## config.mk

```make
export PLATFORM = sky130hd
export DESIGN_NAME = boot_sequencer
export DESIGN_NICKNAME = d
export VERILOG_FILES = /design/src/rtl/cpu_pkg.sv /design/src/rtl/boot_sequencer.sv
export SDC_FILE = /design/constraint.sdc
export NUM_CORES = 1
export LEC_CHECK = 0
export CORE_UTILIZATION = 39
export DETAILED_ROUTE_END_ITERATION = 10
export PLACE_DENSITY = 0.87
export SKIP_CTS_REPAIR_TIMING = 1
export SYNTH_ARGS = -nofsm -noshare
export SYNTH_HDL_FRONTEND = slang
export SYNTH_SLANG_ARGS = --single-unit
```

## constraint.sdc

```tcl
create_clock -name clock -period 1.55 [get_ports clock]
set_input_delay 0.31 -clock clock [delete_from_list [all_inputs] [get_ports clock]]
set_output_delay 0.31 -clock clock [all_outputs]
set_load 0.005 [all_outputs]
```

## src/rtl/cpu_pkg.sv

```systemverilog
// rtl/cpu_pkg.sv - shared widths and boot sequencer state encoding
package cpu_pkg;

    localparam int ADDR_W  = 12;
    localparam int INSTR_W = 8;

    typedef logic [ADDR_W-1:0]  addr_t;
    typedef logic [INSTR_W-1:0] instr_t;

    localparam addr_t ADDR_MAX = '1;

    typedef enum logic [1:0] {
        ST_LOAD = 2'd0,
        ST_HOLD = 2'd1,
        ST_RUN  = 2'd2
    } boot_state_t;

endpackage

```

## src/rtl/boot_sequencer.sv

```systemverilog
// rtl/boot_sequencer.sv - loads a program into memory, holds the CPU in reset, then runs it
module boot_sequencer
    import cpu_pkg::*;
#(
    parameter int     RST_HOLD = 4,
    parameter instr_t NOP_CODE = 8'h00
) (
    input  logic         clock,
    input  logic         reset,
    input  logic         ld_start,
    input  logic         ld_valid,
    input  logic [7:0]   ld_data,
    input  logic         ld_last,
    output logic         ld_ready,
    output logic         mem_we,
    output logic [11:0]  mem_addr,
    output logic [7:0]   mem_wdata,
    input  logic [7:0]   mem_rdata,
    input  logic [11:0]  cpu_address,
    output logic [7:0]   cpu_dbus,
    output logic         cpu_reset,
    output logic         busy,
    output logic         err_ovf
);

    localparam logic [7:0] HOLD_LAST = 8'(RST_HOLD - 1);

    boot_state_t state_q, state_d;
    addr_t       ptr_q, ptr_d;
    logic [7:0]  cnt_q, cnt_d;
    logic        err_q, err_d;
    logic        cpu_reset_q;
    logic        xfer;

    always_ff @(posedge clock or posedge reset) begin
        if (reset) begin
            state_q     <= ST_HOLD;
            ptr_q       <= '0;
            cnt_q       <= '0;
            err_q       <= 1'b0;
            cpu_reset_q <= 1'b1;
        end else begin
            state_q     <= state_d;
            ptr_q       <= ptr_d;
            cnt_q       <= cnt_d;
            err_q       <= err_d;
            cpu_reset_q <= (state_d != ST_RUN);
        end
    end

    // ld_start overrides everything, including a final-byte transfer in the same cycle
    always_comb begin
        state_d = state_q;
        ptr_d   = ptr_q;
        cnt_d   = cnt_q;
        err_d   = err_q;
        xfer    = (state_q == ST_LOAD) && ld_valid;
        if (ld_start) begin
            state_d = ST_LOAD;
            ptr_d   = '0;
            cnt_d   = '0;
            err_d   = 1'b0;
        end else begin
            case (state_q)
                ST_LOAD: begin
                    if (xfer) begin
                        if (ld_last) begin
                            state_d = ST_HOLD;
                            ptr_d   = '0;
                            cnt_d   = '0;
                        end else begin
                            ptr_d = ptr_q + 12'd1;
                            if (ptr_q == ADDR_MAX) err_d = 1'b1;
                        end
                    end
                end
                ST_HOLD: begin
                    if (cnt_q == HOLD_LAST) state_d = ST_RUN;
                    else                    cnt_d   = cnt_q + 8'd1;
                end
                ST_RUN:  ;
                default: state_d = ST_HOLD;
            endcase
        end
    end

    always_comb begin
        ld_ready  = (state_q == ST_LOAD);
        mem_we    = (state_q == ST_LOAD) && ld_valid;
        mem_wdata = ld_data;
        busy      = (state_q != ST_RUN);
        cpu_reset = cpu_reset_q;
        err_ovf   = err_q;
        cpu_dbus  = NOP_CODE;
        mem_addr  = '0;
        case (state_q)
            ST_LOAD: mem_addr = ptr_q;
            ST_RUN: begin
                mem_addr = cpu_address;
                cpu_dbus = mem_rdata;
            end
            default: ;
        endcase
    end

endmodule

```

# Yosys cells after proc, flatten, opt, wreduce, memory -nomap -nowiden
# Index checks and enable logic that the tools add are counted.
# op_classes
eq_ne,10
n_addsub,2
muxes,21
reduce_logical,9
# ops
cell,n
$mux 12,4
$mux 8,5
$pmux 12 s2,1
$pmux 8 s2,1
$add 12x1->12 const B,1
$eq 12x12->1 const B,1
$add 8x1->8 const B,1
$eq 8x2->1 const B,1
$mux 2,4
$reduce_and 4->1,2
$ne 2x2->1 const B,3
$ne 3x3->1 const B,2
$pmux 2 s3,1
$reduce_bool 2->1,3
$mux 1,5
$ne 3x2->1 const B,1
$reduce_bool 3->1,1
$eq 2x1->1 const B,1
$eq 2x2->1 const B,1
$logic_not 2->1,1
$reduce_and 2->1,1
$logic_and 1x1->1,1
# totals
input_bits,33
output_inout_bits,33
reg_bits,24

# Logic depth before layout (Yosys ltp)
# Gate-level depths: netlist of the first run.
# depth
depth_word,6
mapped_depth,5
depth_no_buf,5

# Worst setup path before layout of the first run
# OpenSTA, ideal clock, no wires.
# synth_timing
kind,register -> register
start,register state_q[0]
end,register cnt_q[5]
n_path_buf,1
required_time_ns,1.485
path_slack_ns,-0.056
path_stages_with_launch,6
period_less_slack_ns,1.606
arrival_time_ns,1.541
path_cell_list,dfstp_2 buf_4 or3b_4 a31oi_2 nor4b_2 a211o_1
# synth_via
elab_chain_cells,4
elab_cells_between_ends,10
classes_between,eq/ne (4); mux (2); reduce/logical (4)
# synth_lines
item,line_no,rtl
from (decl),boot_sequencer.sv:28,"boot_state_t state_q, state_d;"
from (signal assigned),boot_sequencer.sv:43,state_q <= state_d;
$logic_not 2->1,"boot_sequencer.sv:57, boot_sequencer.sv:64",
$logic_and 1x1->1,boot_sequencer.sv:57,xfer = (state_q == ST_LOAD) && ld_valid;
$ne 3x2->1 (no line),--,
$reduce_and 4->1 (no line),--,
to (signal assigned),boot_sequencer.sv:45,cnt_q <= cnt_d;
to (decl),boot_sequencer.sv:30,"logic [7:0] cnt_q, cnt_d;"
# Parallel ways exist; a longest one is shown, timed or not.
# A chain may end at the register's enable or synchronous reset.

# Worst setup path after layout of the first run
# layout_timing
start,register state_q[1]
end,register cnt_q[2]
# The elaborated chain is that of the path after synthesis.

==> key figures, run 1 <==
Outcome
  – Status: finished with violations
  – Failing checks: setup timing

STA
  – TNS Setup: -4.60 ns
  – Setup ws final: -0.214 ns
  – Slew @ Worst Pin: 0.323 ns
  – Worst hold margin: 0.375 ns
  – Maximum clock frequency: 0.567 GHz
  – Slew headroom: 78.3%
  – Clock skew: 0.00372 ns
  – Hold Vio Cnt, Final: 0
  – Minimum clock period: 1.76 ns
  – Unrepaired setup endpoints after global routing: yes
  – Tcrit/Tclk final: 114%
  – Final Slew Violations: 0
  – Setup violations, final: 39

Yosys
  – Ys Warns: 0
  – Mapped cell area: 1670 µm²
  – Sequential cell area fraction in the yosys report: 36.1%
  – Top FF cell, synth: dfrtp_1
  – Synth Register Bits: 24
  – Number of synthesized flops with an enable pin: 0
  – Synth Net Count: 222
  – Synth unique cells: 49
  – FFs w/ async S/R, synth: 100%
  – Syn Inst Count: 187
  – Post-Syn Area per Cell: 8.95 µm²

Floorplan
  – Cell row count: 23
  – I/O Pins: 66
  – Die X: 67.5 µm
  – Die ar.: 4560 µm²
  – Starting Density: 41.2%
  – Vert. Die Dim: 67.5 µm
  – Core area: 4060 µm²

Drt
  – WL final: 4910 µm
  – Antenna Nets Post-Route: 0
  – Post-route DRC: 0
  – Vias per cell: 5.36
  – Initial DRC count: 89
  – DR vias: 1710
  – DR WL/cell: 15.4 µm
  – Drt first pass iters: 4

Critical path
  – Reg2Reg Depth: 7
  – Worst setup EP type: flip-flop
  – Startpoint Class: flip-flop
  – Worst EP arrival: 1.93 ns
  – Critical path class: reg -> reg
  – CP max FO: 8
  – Worst R2R Setup Slack: -0.21 ns
  – Worst Path Required: 1.71 ns
  – R2r startpoint: state_q[1]
  – RR Endpoint: cnt_q[2]

Place
  – Post-placement cell count: 303
  – GP Congestion: 0.853
  – Hpwl dp: 3370 µm
  – PortBufs: 49
  – Setup slack at placement: -0.568 ns

GRT
  – Gr usage total: 21.1%
  – Overflow after GRT: 0
  – Vias in the first global route: 1559
  – First-pass GRT wire length: 6980 µm
  – Largest net degree at the start of global routing: 25
  – Initial antenna violation count: 0

Clock tree
  – Root buffer cell: clkbuf_8
  – H-tree levels: 1
  – Clock latency at the later pin of the worst-skew pair: 0.28 ns
  – Clock slew at reported path FFs: 0.09 ns
  – Num Clock Sinks: 24
  – Max Root-Sink Buffers: 2
  – CTS tree: yes
  – CTS buffer count: 3

Power and ir drop
  – P per Cell Area: 480 nW/µm²
  – Leakage power: 0.00133 µW
  – Worst IR Drop VDD: 305 µV

Final layout
  – Area growth from synthesis to layout: 63.7%
  – Register Area: 604 µm²
  – Layout cell share with drive strength beyond 1: 37.2%
  – Final Instance Count excl. Fillers: 319
  – Antenna cells: 0
  – FILL cells: 317
  – Layout Nets: 305
  – Area occupied by multi-input gates: 1050 µm²

Flow run
  – Max Cap Viol: 0

Hold path
  – Hold WC Path Type: in -> async
-- cell usage in the layout, fill, tap and decap left out, drive strengths merged, types with 2 or more instances in the layout --
master	instances
a211o	2
a21o	2
a21oi	12
a31oi	2
a41oi	3
and2	11
and3	4
buf	60
clkbuf	5
clkdlybuf4s50	25
dfrtp	22
dfstp	2
dlymetal6s2s	10
ha	2
inv	7
mux2i	14
nand2	11
nand3	6
nand3b	2
nand4	3
nor2	20
nor2b	4
nor3	6
nor3b	2
nor4b	2
o21ai	8
o2bb2ai	2
or3	2
or3b	3
xnor2	2
xor2	2
-- worst max-delay path by stage --
stage               slack (ns)        to        from  cells past startpoint
CTS                      -0.56    mem_we    ld_valid                      4
floorplan                -0.02  cnt_q[5]  state_q[0]                      5
global route             -0.25  cnt_q[2]  state_q[1]                      7
global placement         -0.53    mem_we    ld_valid                      4
finish                   -0.21  cnt_q[2]  state_q[1]                      7
detailed placement       -0.57  cnt_q[2]    ld_valid                      7
-- registers in the layout (all words and copies together) (netlist names) --
| register | cells |
|---|---|
| cpu_reset | 1 |
| ptr_q | 12 |
| err_ovf | 1 |
| state_q | 2 |
| cnt_q | 8 |
-- cell usage after synthesis, types with 2 or more instances --
cell type,count,area share (%)
a211o_1,2,1.0
a21oi_1,11,3.3
a41oi_1,3,1.6
and2_1,11,4.1
and3_1,4,1.5
buf_2,2,0.60
buf_4,9,4.0
clkbuf_1,6,1.3
dfrtp_1,22,33
dfstp_2,2,3.1
ha_1,2,1.5
inv_1,6,1.3
mux2i_1,14,8.4
nand2_1,11,2.5
nand3_1,5,1.5
nand3b_1,2,0.90
nand4_1,3,1.1
nor2_1,20,4.5
nor2b_1,4,1.5
nor3_1,6,1.8
nor3b_1,2,0.90
o21ai_0,8,2.4
o2bb2ai_1,2,1.0
or3_1,2,0.75
or3b_1,2,1.0
xnor2_1,2,1.0
xor2_1,2,1.0
-- routing by layer --
layer  share of wire (%)  GRT usage, %  routed length [µm]  vias to the layer above
li1                    -             -                   -                      823
met1                  39          24.5                1940                      800
met2                  50          36.9                2430                       74
met3                 8.0          3.55                 391                       13
met4                 3.1          10.6                 150                        0
met5                   0             0                   0                        -
-- worst max-delay path: stages, from the launching register on --
cell and delay (ns):
dfrtp_2 0.42, buf_6 0.13, or3b_4 0.41, inv_4 0.09, buf_6 0.10, a21o_4 0.12, a21oi_4 0.06, a221o_1 0.33
-- layout make-up --
class	count	share of cell area, %
multi-input cells	138	38.5
inverters	7	1.14
flip-flops and latches	24	22.1
repair buffers	96	34.4
well taps	50	2.29
clock buffers	4	1.65
-- power breakdown --
| part | leakage, µW | switching (µW) | total, µW | internal [µW] |
|---|---|---|---|---|
| Combinational | 0.000979 | 114 | 270 | 156 |
| Clock | 0.0000228 | 218 | 402 | 185 |
| Sequential | 0.000326 | 7.80 | 641 | 634 |
| Total | 0.00133 | 340 | 1310 | 974 |
-- per-stage QoR --
stage / utilization [%] / power, µW / area, µm²
6_report: 67.5 / 1310 / 2740
2_1_floorplan: - / 758 / 1690
4_1_cts: 60.0 / 1280 / 2430
3_3_place_gp: 58.9 / 876 / 2390
5_1_grt: 67.5 / 1370 / 2740
3_5_place_dp: 58.9 / 882 / 2390
-- kinds of logic (layout without fill, tap and decap cells) --
kind of cell | after synthesis | in the layout | share of synthesized area (%)
and+or+nand+nor | 78 | 78 | 26.6
buffers and inverters | 25 | 107 | 8.23
adders and majority gates | 2 | 2 | 1.50
DFF | 24 | 24 | 36.1
AOI/OAI and AO/OA | 39 | 39 | 16.5
muxes | 15 | 15 | 9.05
xor gates and xnor gates | 4 | 4 | 2.09
No activity file was read; power rests on OpenSTA's default activity.
==> inputs of run 2 (changes only) <==
--- a/config.mk
+++ b/config.mk
@@ -8,6 +8,7 @@
 export CORE_UTILIZATION = 39
 export DETAILED_ROUTE_END_ITERATION = 10
 export PLACE_DENSITY = 0.87
+export REMOVE_ABC_BUFFERS = 1
 export SKIP_CTS_REPAIR_TIMING = 1
 export SYNTH_ARGS = -nofsm -noshare
 export SYNTH_HDL_FRONTEND = slang
==> key figures, run 2 (same netlist as run 1, synthesis figures left out) <==
Critical path
  – Startpoint Class: flip-flop (unchanged)
  – Worst setup EP type: primary output (was flip-flop)
  – Worst EP arrival: 1.55 ns (was 1.93 ns)
  – Critical path class: reg -> out (was reg -> reg)
  – Worst Path Required: 1.24 ns (was 1.71 ns)
  – CP max FO: 6 (was 8)

Clock tree
  – Num Clock Sinks: 24 (unchanged)
  – Clock latency at the later pin of the worst-skew pair: 0.28 ns (about the same)
  – H-tree levels: 1 (unchanged)
  – Max Root-Sink Buffers: 2 (unchanged)
  – Root buffer cell: clkbuf_8 (unchanged)
  – Clock slew at reported path FFs: 0.10 ns (was 0.09 ns)
  – CTS tree: yes (unchanged)
  – CTS buffer count: 3 (unchanged)

Place
  – PortBufs: 49 (unchanged)
  – GP Congestion: 0.824 (was 0.853)
  – Post-placement cell count: 305 (was 303)
  – Hpwl dp: 3340 µm (was 3370 µm)

Drt
  – Antenna Nets Post-Route: 0 (unchanged)
  – DR vias: 1824 (was 1710)
  – Initial DRC count: 117 (was 89)
  – DR WL/cell: 16.9 µm (was 15.4 µm)
  – Post-route DRC: 0 (unchanged)
  – Drt first pass iters: 4 (unchanged)
  – Vias per cell: 5.54 (was 5.36)
  – WL final: 5570 µm (was 4910 µm)

Outcome
  – Failing checks: setup timing (unchanged)
  – Status: finished with violations (unchanged)

Power and ir drop
  – P per Cell Area: 535 nW/µm² (was 480 nW/µm²)
  – Leakage power: 0.00144 µW (was 0.00133 µW)
  – Worst IR Drop VDD: 319 µV (was 305 µV)

STA
  – Clock skew: 0.0113 ns (was 0.00372 ns)
  – Hold Vio Cnt, Final: 0 (unchanged)
  – Minimum clock period: 1.86 ns (was 1.76 ns)
  – Setup violations, final: 41 (was 39)
  – Slew headroom: 77.9% (was 78.3%)
  – Tcrit/Tclk final: 120% (was 114%)
  – Slew @ Worst Pin: 0.332 ns (was 0.323 ns)
  – Setup ws final: -0.308 ns (was -0.214 ns)
  – Unrepaired setup endpoints after global routing: yes (unchanged)
  – Final Slew Violations: 0 (unchanged)
  – Maximum clock frequency: 0.538 GHz (was 0.567 GHz)
  – Worst hold margin: 0.373 ns (was 0.375 ns)

GRT
  – Overflow after GRT: 0 (unchanged)
  – Initial antenna violation count: 0 (unchanged)
  – First-pass GRT wire length: 7110 µm (was 6980 µm)
  – Gr usage total: 20.9% (was 21.1%)
  – Largest net degree at the start of global routing: 25 (unchanged)
  – Vias in the first global route: 1526 (was 1559)

Floorplan
  – I/O Pins: 66 (unchanged)
  – Die ar.: 4560 µm² (unchanged)
  – Starting Density: 41.2% (unchanged)
  – Cell row count: 23 (unchanged)
  – Core area: 4060 µm² (unchanged)
  – Die X: 67.5 µm (unchanged)
  – Vert. Die Dim: 67.5 µm (unchanged)

Flow run
  – Max Cap Viol: 0 (unchanged)

Final layout
  – Most common cell after layout, fill and taps aside: buf_4 (unchanged)
  – Antenna cells: 0 (unchanged)
  – Largest register FFs: 12 (unchanged)
  – Final Instance Count excl. Fillers: 329 (was 319)
  – Biggest regs: ptr_q: 12 flops, cnt_q: 8 flops, state_q: 2 flops (unchanged)
  – Most frequent cells in the layout: 38 x buf_4, 25 x clkdlybuf4s50_1, 21 x dfrtp_1, 20 x nor2_1, 16 x buf_6 (was 32 x buf_4, 25 x clkdlybuf4s50_1, 21 x dfrtp_1, 20 x nor2_1, 20 x buf_6)
  – Layout Nets: 315 (was 305)
  – Largest register by flop count: ptr_q (unchanged)
  – Layout cell share with drive strength beyond 1: 38.4% (was 37.2%)
  – Area growth from synthesis to layout: 68.3% (was 63.7%)

Hold path
  – Hold WC Path Type: in -> async (unchanged)
run 2: cell types whose count changed in the layout (fill, tap and decap cells not counted), sizes merged:
cell,previous run,this run
dlymetal6s2s,10,12
buf,60,62
clkbuf,5,10
bufinv,0,1
run 2: report_power, final:
part           internal [µW]  switching, µW  total, µW
clock                    346            229        575
sequential               634           7.57        641
combinational            162            129        291
run 2: metal layers:
| layer | global-route usage [%] | wire [µm] |
|---|---|---|
| met1 | 27.1 | 2200 |
| met2 | 35.1 | 2740 |
| met3 | 2.87 | 450 |
| met4 | 7.18 | 182 |
| met5 | 0 | 0 |
run 2: stage by stage:
| step | worst slack [ns] | total power (µW) | utilization (%) | setup TNS (ns) | area, µm² |
|---|---|---|---|---|---|
| finish | -0.308 | 1510 | 69.4 | -7.43 | 2820 |
| global placement | -0.512 | 873 | 59.0 | -11.09 | 2390 |
| floorplan | -0.502 | 725 | - | -6.28 | 1560 |
| CTS | -0.594 | 1440 | 60.7 | -14.95 | 2460 |
| global route | -0.416 | 1540 | 69.4 | -9.17 | 2820 |
| detailed placement | -0.550 | 880 | 59.0 | -12.78 | 2390 |
run 2: worst max-delay path, cell delays in order (launching register included):
cell and delay, ns:
dfrtp_2 0.47, buf_4 0.16, clkbuf_16 0.14, buf_4 0.13, mux2i_1 0.10, nor2_1 0.11
dlymetal6s2s_1 0.15
run 2: path summary, 6_finish.rpt:
kind                       depth (start not counted)  slack [ns]            to  startpoint
setup / recovery                                   6       -0.31  mem_addr[11]  state_q[1]
setup reg to reg                                   7       -0.30     ptr_q[11]  state_q[0]
max in group asynchronous                          3        0.88     cpu_reset       reset
hold reg to reg                                    1        0.56      cnt_q[7]    cnt_q[7]
min in group clock                                 1        0.56      cnt_q[7]    cnt_q[7]
hold / removal                                     3        0.37     ptr_q[10]       reset
run 2: cell type report:
| class | instances | area [µm²] |
|---|---|---|
| inverter | 7 | 28.8 |
| fill | 271 | 1240 |
| sequential | 24 | 604 |
| timing repair buffer | 106 | 976 |
| tap | 50 | 62.6 |
| clock inverter | 1 | 30.0 |
| multi-input combinational | 138 | 1070 |
| clock buffer | 3 | 41.3 |
==> inputs of run 3 (changes only) <==
--- a/config.mk
+++ b/config.mk
@@ -5,9 +5,10 @@
 export SDC_FILE = /design/constraint.sdc
 export NUM_CORES = 1
 export LEC_CHECK = 0
-export CORE_UTILIZATION = 39
+export CORE_UTILIZATION = 41
+export CTS_BUF_LIST = sky130_fd_sc_hd__clkbuf_8
 export DETAILED_ROUTE_END_ITERATION = 10
-export PLACE_DENSITY = 0.87
+export PLACE_DENSITY = 0.9
 export REMOVE_ABC_BUFFERS = 1
 export SKIP_CTS_REPAIR_TIMING = 1
 export SYNTH_ARGS = -nofsm -noshare
==> key figures, run 3 (same netlist as run 1, synthesis figures left out) <==
STA
  – Final Slew Violations: 0 (unchanged)
  – Slew @ Worst Pin: 0.314 ns (was 0.332 ns)
  – Minimum clock period: 1.76 ns (was 1.86 ns)
  – Unrepaired setup endpoints after global routing: yes (unchanged)
  – Clock skew: 0.00386 ns (was 0.0113 ns)
  – Hold Vio Cnt, Final: 0 (unchanged)
  – Setup violations, final: 38 (was 41)
  – Tcrit/Tclk final: 113% (was 120%)
  – Slew headroom: 79.1% (was 77.9%)
  – Maximum clock frequency: 0.569 GHz (was 0.538 GHz)
  – Setup ws final: -0.209 ns (was -0.308 ns)

GRT
  – Largest net degree at the start of global routing: 25 (unchanged)
  – Overflow after GRT: 0 (unchanged)
  – Vias in the first global route: 1444 (was 1526)
  – Initial antenna violation count: 0 (unchanged)
  – First-pass GRT wire length: 6530 µm (was 7110 µm)
  – Gr usage total: 19.4% (was 20.9%)

Place
  – Post-placement cell count: 303 (was 305)
  – GP Congestion: 0.836 (was 0.824)
  – PortBufs: 49 (unchanged)
  – Post-placement cell area: 2390 µm² (about the same)
  – Setup slack at placement: -0.509 ns (was -0.550 ns)
  – Hpwl dp: 3170 µm (was 3340 µm)

Final layout
  – Biggest regs: ptr_q: 12 flops, cnt_q: 8 flops, state_q: 2 flops (unchanged)
  – Layout Nets: 304 (was 315)
  – Most common cell after layout, fill and taps aside: buf_4 (unchanged)
  – Final Instance Count excl. Fillers: 316 (was 329)
  – Most frequent cells in the layout: 35 x buf_4, 25 x clkdlybuf4s50_1, 21 x dfrtp_1, 20 x nor2_1, 18 x buf_6 (was 38 x buf_4, 25 x clkdlybuf4s50_1, 21 x dfrtp_1, 20 x nor2_1, 16 x buf_6)
  – Finished Core Util: 69.5% (was 69.4%)
  – Layout cell share with drive strength beyond 1: 42.2% (was 38.4%)
  – Design Area, Final: 2640 µm² (was 2820 µm²)
  – Area growth from synthesis to layout: 57.9% (was 68.3%)
  – Largest register by flop count: ptr_q (unchanged)
  – Largest register FFs: 12 (unchanged)
  – Antenna cells: 0 (unchanged)

Drt
  – Vias per cell: 5.35 (was 5.54)
  – Drt first pass iters: 4 (unchanged)
  – Post-route DRC: 0 (unchanged)
  – Initial DRC count: 82 (was 117)
  – Antenna Nets Post-Route: 0 (unchanged)
  – DR WL/cell: 14.6 µm (was 16.9 µm)
  – DR vias: 1691 (was 1824)
  – WL final: 4610 µm (was 5570 µm)

Floorplan
  – I/O Pins: 66 (unchanged)
  – Die X: 65.9 µm (was 67.5 µm)
  – Cell row count: 22 (was 23)
  – Core area: 3800 µm² (was 4060 µm²)
  – Vert. Die Dim: 65.9 µm (was 67.5 µm)
  – Starting Density: 44.0% (was 41.2%)
  – Die ar.: 4340 µm² (was 4560 µm²)

Power and ir drop
  – Worst IR Drop VDD: 254 µV (was 319 µV)
  – Psw: 334 µW (was 365 µW)
  – P per Cell Area: 506 nW/µm² (was 535 nW/µm²)
  – Sequential power share: 47.9% (was 42.5%)
  – Clock network power share: 33.1% (was 38.1%)
  – Tot Pwr: 1340 µW (was 1510 µW)
  – Cell-internal power: 1000 µW (was 1140 µW)
  – Sw Ratio: 25.0% (was 24.2%)
  – Leakage power: 0.00120 µW (was 0.00144 µW)
  – Power share of the combinational group: 18.9% (was 19.3%)

Critical path
  – Worst setup EP type: flip-flop (was primary output)
  – CP max FO: 5 (was 6)
  – Worst Path Required: 1.76 ns (was 1.24 ns)
  – Worst EP arrival: 1.97 ns (was 1.55 ns)
  – Startpoint Class: flip-flop (unchanged)
  – Critical path class: reg -> reg (was reg -> out)

Flow run
  – Max Cap Viol: 0 (unchanged)

Clock tree
  – Num Clock Sinks: 24 (unchanged)
  – CTS buffer count: 3 (unchanged)
  – CTS tree: yes (unchanged)
  – Clock slew at reported path FFs: 0.09 ns (was 0.10 ns)
  – Max Root-Sink Buffers: 2 (unchanged)
  – Root buffer cell: clkbuf_8 (unchanged)
  – Clock latency at the later pin of the worst-skew pair: 0.28 ns (about the same)
  – H-tree levels: 1 (unchanged)

Outcome
  – Failing checks: setup timing (unchanged)
  – Status: finished with violations (unchanged)

Hold path
  – Hold WC Path Type: in -> async (unchanged)
run 3: cell count changes in the layout (fill, tap and decap cells not counted), sizes merged:
cell / previous run / this run
dlymetal6s2s: 12 / 2
buf: 62 / 61
clkbuf: 10 / 11
bufinv: 1 / 0
run 3: worst paths after layout:
| path | depth (start not counted) | slack, ns | to | startpoint |
|---|---|---|---|---|
| setup reg to reg | 6 | -0.21 | ptr_q[11] | state_q[1] |
| max in group asynchronous | 3 | 0.89 | state_q[0] | reset |
| setup / recovery | 6 | -0.21 | ptr_q[11] | state_q[1] |
| min in group clock | 1 | 0.55 | cnt_q[7] | cnt_q[7] |
| hold reg to reg | 1 | 0.55 | cnt_q[7] | cnt_q[7] |
| hold / removal | 3 | 0.37 | ptr_q[9] | reset |
run 3: layout make-up:
cell class | count | area [µm²]
fillers | 257 | 1160
multi-input cells | 138 | 1070
repair buffers | 95 | 826
flip-flops and latches | 24 | 604
well taps | 48 | 60.1
clock buffers | 4 | 55.1
inverters | 7 | 28.8
run 3: critical path, stage by stage, from the launching register on:
cell     delay (ns)
dfrtp_2        0.46
buf_8          0.15
buf_6          0.13
nor4b_4        0.31
nand3_2        0.14
or3b_4         0.39
a21oi_2        0.12
run 3: power groups by stage:
stage	sequential, µW	combinational (µW)	clock [µW]
floorplan	658	67.0	0
CTS	641	225	447
global placement	653	220	0
detailed placement	653	225	0
global route	641	270	482
finish	641	253	443
run 3: metal layers:
metal / up-vias / wire length, µm / global-route usage, % / share of wire (%)
met2: 72 / 2290 / 32.0 / 50
met3: 5 / 290 / 4.66 / 6.3
met4: 0 / 47 / 5.71 / 1.0
li1: 820 / - / - / -
met1: 794 / 1980 / 25.0 / 43
met5: - / 0 / 0 / 0
run 3: per-stage QoR:
| step | TNS [ns] | hold slack, ns |
|---|---|---|
| 6_report | -3.91 | 0.368 |
| 4_1_cts | -12.75 | 0.378 |
| 2_1_floorplan | -6.28 | 0.323 |
| 3_5_place_dp | -10.84 | 0.508 |
| 3_3_place_gp | -9.95 | 0.509 |
| 5_1_grt | -6.25 | 0.399 |
